--- config.mk ---
export PLATFORM = sky130hd
export DESIGN_NAME = led_blink_array
export DESIGN_NICKNAME = d
export VERILOG_FILES = /design/src/rtl/led_blink_array.sv
export SDC_FILE = /design/constraint.sdc
export NUM_CORES = 1
export LEC_CHECK = 0
export ABC_CLOCK_PERIOD_IN_PS = 4000
export CORE_UTILIZATION = 45
export DETAILED_ROUTE_END_ITERATION = 16
export GPL_ROUTABILITY_DRIVEN = 0
export GPL_TIMING_DRIVEN = 0
export PLACE_DENSITY = 0.61
export SETUP_SLACK_MARGIN = 0.02
export SYNTH_ARGS = -nofsm -noshare
export SYNTH_HDL_FRONTEND = slang
export SYNTH_SLANG_ARGS = --single-unit
--- constraint.sdc ---
create_clock -name clk -period 4 [get_ports clk]
set_input_delay 0.4 -clock clk [delete_from_list [all_inputs] [get_ports clk]]
set_output_delay 0.4 -clock clk [all_outputs]
set_load 0.01 [all_outputs]
--- src/rtl/led_blink_array.sv ---
`default_nettype none
// ----------------------------------------------------------------------------
// led_blink_array : multi-channel LED driver with shared timebase prescaler
// Rev 1.0
// ----------------------------------------------------------------------------
module led_blink_array #(
  parameter int                  NUM_LEDS       = 4,
  parameter int                  PRESCALE       = 100000,
  parameter int                  HP_WIDTH       = 16,
  parameter int                  BURST_WIDTH    = 8,
  parameter int                  DEFAULT_HP     = 500,
  parameter logic [NUM_LEDS-1:0] RST_BLINK_MASK = '1,
  parameter int                  ADDR_W         = (NUM_LEDS > 1) ? $clog2(NUM_LEDS) : 1
) (
  input  logic                   clk,
  input  logic                   rst_n,
  input  logic                   cfg_we,
  input  logic [ADDR_W-1:0]      cfg_addr,
  input  logic [1:0]             cfg_mode,
  input  logic [HP_WIDTH-1:0]    cfg_half_period,
  input  logic [BURST_WIDTH-1:0] cfg_burst,
  output logic [NUM_LEDS-1:0]    led,
  output logic [NUM_LEDS-1:0]    busy,
  output logic [NUM_LEDS-1:0]    burst_done,
  output logic                   tick
);

  localparam int                  c_cnt_w  = (PRESCALE > 1) ? $clog2(PRESCALE) : 1;
  localparam logic [c_cnt_w-1:0]  c_cnt_max = c_cnt_w'(PRESCALE - 1);
  localparam logic [HP_WIDTH-1:0] c_rst_hp  = (DEFAULT_HP == 0) ? HP_WIDTH'(1) : HP_WIDTH'(DEFAULT_HP);

  typedef enum logic [1:0] {
    MODE_OFF   = 2'd0,
    MODE_ON    = 2'd1,
    MODE_BLINK = 2'd2,
    MODE_BURST = 2'd3
  } mode_e;

  logic [c_cnt_w-1:0] cnt_q, cnt_d;
  logic               tick_q, tick_d;
  logic               w_wrap;

  // Channels act on the same edge that raises tick, so LED edges line up with tick=1.
  always_comb begin
    w_wrap = (cnt_q == c_cnt_max);
    cnt_d  = w_wrap ? '0 : cnt_q + c_cnt_w'(1);
    tick_d = w_wrap;
  end

  always_ff @(posedge clk) begin
    if (!rst_n) begin
      cnt_q  <= '0;
      tick_q <= 1'b0;
    end else begin
      cnt_q  <= cnt_d;
      tick_q <= tick_d;
    end
  end

  assign tick = tick_q;

  for (genvar i = 0; i < NUM_LEDS; i++) begin : g_chan
    mode_e                  mode_q, mode_d;
    logic                   led_q, led_d;
    logic                   busy_q, busy_d;
    logic                   done_q, done_d;
    logic [HP_WIDTH-1:0]    phase_q, phase_d;
    logic [HP_WIDTH-1:0]    hp_q, hp_d;
    logic [BURST_WIDTH-1:0] rem_q, rem_d;
    logic                   w_sel;
    logic                   w_last;

    always_comb begin
      mode_d  = mode_q;
      led_d   = led_q;
      busy_d  = busy_q;
      done_d  = 1'b0;
      phase_d = phase_q;
      hp_d    = hp_q;
      rem_d   = rem_q;
      w_sel   = cfg_we && (cfg_addr == ADDR_W'(i));
      w_last  = (phase_q == hp_q - HP_WIDTH'(1));

      if (w_sel) begin
        // A write always wins over a coincident tick and aborts any burst silently.
        phase_d = '0;
        hp_d    = (cfg_half_period == '0) ? HP_WIDTH'(1) : cfg_half_period;
        rem_d   = '0;
        busy_d  = 1'b0;
        case (cfg_mode)
          2'd0: begin mode_d = MODE_OFF;   led_d = 1'b0; end
          2'd1: begin mode_d = MODE_ON;    led_d = 1'b1; end
          2'd2: begin mode_d = MODE_BLINK; led_d = 1'b1; end
          default: begin
            if (cfg_burst != '0) begin
              mode_d = MODE_BURST;
              led_d  = 1'b1;
              rem_d  = cfg_burst;
              busy_d = 1'b1;
            end else begin
              mode_d = MODE_OFF;
              led_d  = 1'b0;
            end
          end
        endcase
      end else if (w_wrap && (mode_q == MODE_BLINK || mode_q == MODE_BURST)) begin
        if (w_last) begin
          phase_d = '0;
          led_d   = ~led_q;
          if (mode_q == MODE_BURST && led_q) begin
            if (rem_q == BURST_WIDTH'(1)) begin
              mode_d = MODE_OFF;
              led_d  = 1'b0;
              busy_d = 1'b0;
              done_d = 1'b1;
              rem_d  = '0;
            end else begin
              rem_d = rem_q - BURST_WIDTH'(1);
            end
          end
        end else begin
          phase_d = phase_q + HP_WIDTH'(1);
        end
      end
    end

    always_ff @(posedge clk) begin
      if (!rst_n) begin
        mode_q  <= RST_BLINK_MASK[i] ? MODE_BLINK : MODE_OFF;
        led_q   <= RST_BLINK_MASK[i];
        busy_q  <= 1'b0;
        done_q  <= 1'b0;
        phase_q <= '0;
        hp_q    <= c_rst_hp;
        rem_q   <= '0;
      end else begin
        mode_q  <= mode_d;
        led_q   <= led_d;
        busy_q  <= busy_d;
        done_q  <= done_d;
        phase_q <= phase_d;
        hp_q    <= hp_d;
        rem_q   <= rem_d;
      end
    end

    assign led[i]        = led_q;
    assign busy[i]       = busy_q;
    assign burst_done[i] = done_q;
  end

endmodule
`default_nettype wire

==> reports/metrics.yaml <==
global_route:
  grt_use_met2: 0.397
  antenna_found_initial: 0
  grt_pass1_vias: 9744
  grt_overflow: 0
  grt_pass1_wl_mm: 52.0
  grt_util_all_layers: 0.253
  gr-max-usage-layer: "met2"
  grtUsageMet1: 0.353
  global_route.usage.met3: 0.0385
  grt_max_degree: 20
routing:
  drc: 0
  viasPerCell: 5.72
  first_pass_iters: 6
  detail-route-antenna-nets: 0
  num_vias: 10600
  drt_iter0_markers: 809
  avgRoutedWirePerCell_microns: 17.4
  wl_mm: 32.1
final_layout:
  n_fill_cell: 2442
  layout.nets: 1557
  fin_cells: 1844
  final_layout_size_suffix_gt1_frac: 0.0639
  synthToLayoutAreaGrowth_pct: 12.5
cts:
  htree_levels: 4
  cts_sinks: 198
  clockRootBuffer: "clkbuf_16"
  tritoncts: "built"
  cts_hold_buf: 0
  cts_resized: 0
  clkSlewWorstSetupHoldPaths_ps: 90
  postCtsSetupBuffers: 0
  insertion_delay_ps: 460
  cts_buffers: 17
  cts_buffer_depth: 2
synthesis:
  syn_area_sq_mm: 0.0114
  ys_ff_latch: 198
  ys.flop_type: "dfxtp_1"
  yosysWarningCount: 0
  async_flop_share: 0
  syn_area_per_cell_sq_um: 7.89
  syn-num-nets: 1495
  synthCells: 1444
  synth_edf_count: 0
  seq_area_frac_synth: 0.348
  synthDistinctLibCells: 84
floorplanning:
  die_h_microns: 161
  initial_core_util: 0.463
  core_area_sq_mm: 0.0246
  die_x_microns: 161
  die-area_sq_mm: 0.0260
  num_io_pins: 44
  rows: 57
setup_path:
  regToRegEndpoint: "g_chan[0].phase_q[14]$_SDFFE_PP0P_"
  worst_setup_path_start_kind: "flop"
  arrival_ps: 4060
  end_kind: "flop"
  timing.rr.start: "cnt_q[13]$_SDFF_PP0_"
  critPathRequiredTime_ps: 4330
  crit_fanout: 11
  rrSetupSlack_ps: 270
  r2r_cells: 10
  criticalPathCategory: "flop to flop"
timing:
  rsz0062_at_grt: "no"
  hold-worst-slack_ps: 451
  slew_viol_final: 0
  finalHoldViolations: 0
  worstMarginPinSlew_ps: 1020
  setup_tns_ps: 0
  layout_setup_ws_ps: 271
  max_slew_margin: 0.310
  fmax_mhz: 268
  finalSetupViolCount: 0
  fin_crit_sh: 0.932
  period_minus_slack_ps: 3730
  skew_ps: 18.7
pwr:
  ir_drop_mv: 0.260
  p_total_w: 0.00425
  power.leakage_nw: 4.53
  power_density_mw_per_mm2: 332
placed_design:
  dp.final_hpwl_mm: 24.0
  preCtsSetupSlack_ps: 269
  io_buffers: 43
  dp_cells: 1811
min_path:
  holdPathEnd: "cnt_q[0]$_SDFF_PP0_"
  hold_depth: 1
  min_from: "cnt_q[0]$_SDFF_PP0_"
  min_path_type: "flop to flop"
job:
  maxCapViolCount: 0
run_status:
  status: "finished, final reports clean"
worst max path at each step:
| stage | from | depth (start not counted) | slack, ps | end |
|---|---|---|---|---|
| final | cnt_q[13]$_SDFF_PP0_ | 10 | 270 | g_chan[0].phase_q[14]$_SDFFE_PP0P_ |
| after global routing | cnt_q[0]$_SDFF_PP0_ | 10 | 20 | g_chan[0].phase_q[14]$_SDFFE_PP0P_ |
| after CTS | cnt_q[13]$_SDFF_PP0_ | 10 | 230 | g_chan[0].phase_q[14]$_SDFFE_PP0P_ |
| after detailed placement | cnt_q[13]$_SDFF_PP0_ | 10 | 270 | g_chan[0].phase_q[14]$_SDFFE_PP0P_ |
| after global placement | cnt_q[13]$_SDFF_PP0_ | 10 | 280 | g_chan[0].phase_q[8]$_SDFFE_PP0P_ |
| after floorplan | g_chan[2].hp_q[0]$_SDFFE_PN0P_ | 12 | 960 | g_chan[2].rem_q[1]$_SDFFE_PN0P_ |
critical path, cell delays in order (launching register included):
cell	delay, ps
dfxtp_1	300
clkbuf_1	180
or4b_2	700
nor4_4	720
nand2_1	210
a2111o_1	340
nor4_2	450
nand2_1	180
nand3_2	200
buf_2	250
nor2_1	80
layout make-up:
type	count	area (sq um)	share of cell area
diodes	1	2.50	0.000195
plain buffers	87	400	0.0312
clock buffers	17	425	0.0332
clock inverters	15	156	0.0122
inverters	43	161	0.0126
multi-input cells	1116	6870	0.536
flip-flops and latches	198	3960	0.309
well taps	324	405	0.0316
repair buffers	43	430	0.0336
synthesized netlist by cell type (all sizes together) (6+ instances only):
master	n	area share
nand3b	10	0.0066
a21boi	41	0.027
nand3	86	0.039
or2	9	0.0049
nand4	32	0.018
mux2i	14	0.012
ha	20	0.022
a21oi	26	0.011
nor4	30	0.020
nand2	211	0.070
xnor2	81	0.062
inv	43	0.014
nor3	41	0.018
nand2b	7	0.0038
and2	16	0.0088
xor2	64	0.049
a41oi	6	0.0046
dfxtp	198	0.35
or4	7	0.0049
nor2	161	0.053
nor2b	6	0.0033
o21ai	47	0.021
buf	32	0.017
and3	22	0.012
or4b	9	0.0082
o211ai	18	0.012
or3	23	0.013
and4	6	0.0046
clkbuf	55	0.018
o22ai	12	0.0066
a31oi	19	0.010
o31ai	6	0.0040
routing by layer:
layer  up-vias  share of wire
li1       5194              -
met1      5016           0.48
met2       292           0.45
met3        48          0.053
met4         0          0.022
met5         -              0
report_power, final:
part / total [W] / internal (W) / switching [W] / leakage [nW]
logic: 0.000415 / 0.000161 / 0.000254 / 2.64
registers: 0.00207 / 0.00201 / 0.0000570 / 1.61
clock network: 0.00176 / 0.000888 / 0.000874 / 0.284
through the flow:
stage / area, sq um / util
after floorplan: 11400 / -
after global placement: 12200 / 0.497
after detailed placement: 12200 / 0.497
after CTS: 12800 / 0.521
after global routing: 12800 / 0.521
final: 12800 / 0.521
registers in the layout (all words and copies together) (netlist names), 4 cells and up:
signal	cells
cnt_q	17
g_chan.led_q	4
g_chan.phase_q	64
g_chan.mode_q	8
g_chan.done_q	4
g_chan.hp_q	64
g_chan.rem_q	32
g_chan.busy_q	4
kinds of logic after synthesis:
logic type	Yosys count	synth area share
AO/OA/AOI/OAI	234	0.146
XOR/XNOR	145	0.111
adder cells (fa/ha/maj)	20	0.0220
buffers and inverters	130	0.0493
flip-flops	198	0.348
multiplexers	19	0.0172
AND/OR/NAND/NOR	698	0.306
placed cells by master, fill, tap and decap left out, types with 32 or more instances in the layout:
cell type        netlist  final
nand3_1               84     84
nor3_1                40     40
nor2_1               160    160
xnor2_1               81     81
dfxtp_1              198    198
nand4_1               32     32
inv_1                 43     43
xor2_1                64     64
a21boi_0              41     41
clkdlybuf4s50_1        0     43
nand2_1              211    211
o21ai_0               45     45
clkbuf_1              55     55
Power figures use the tool's default switching activity.
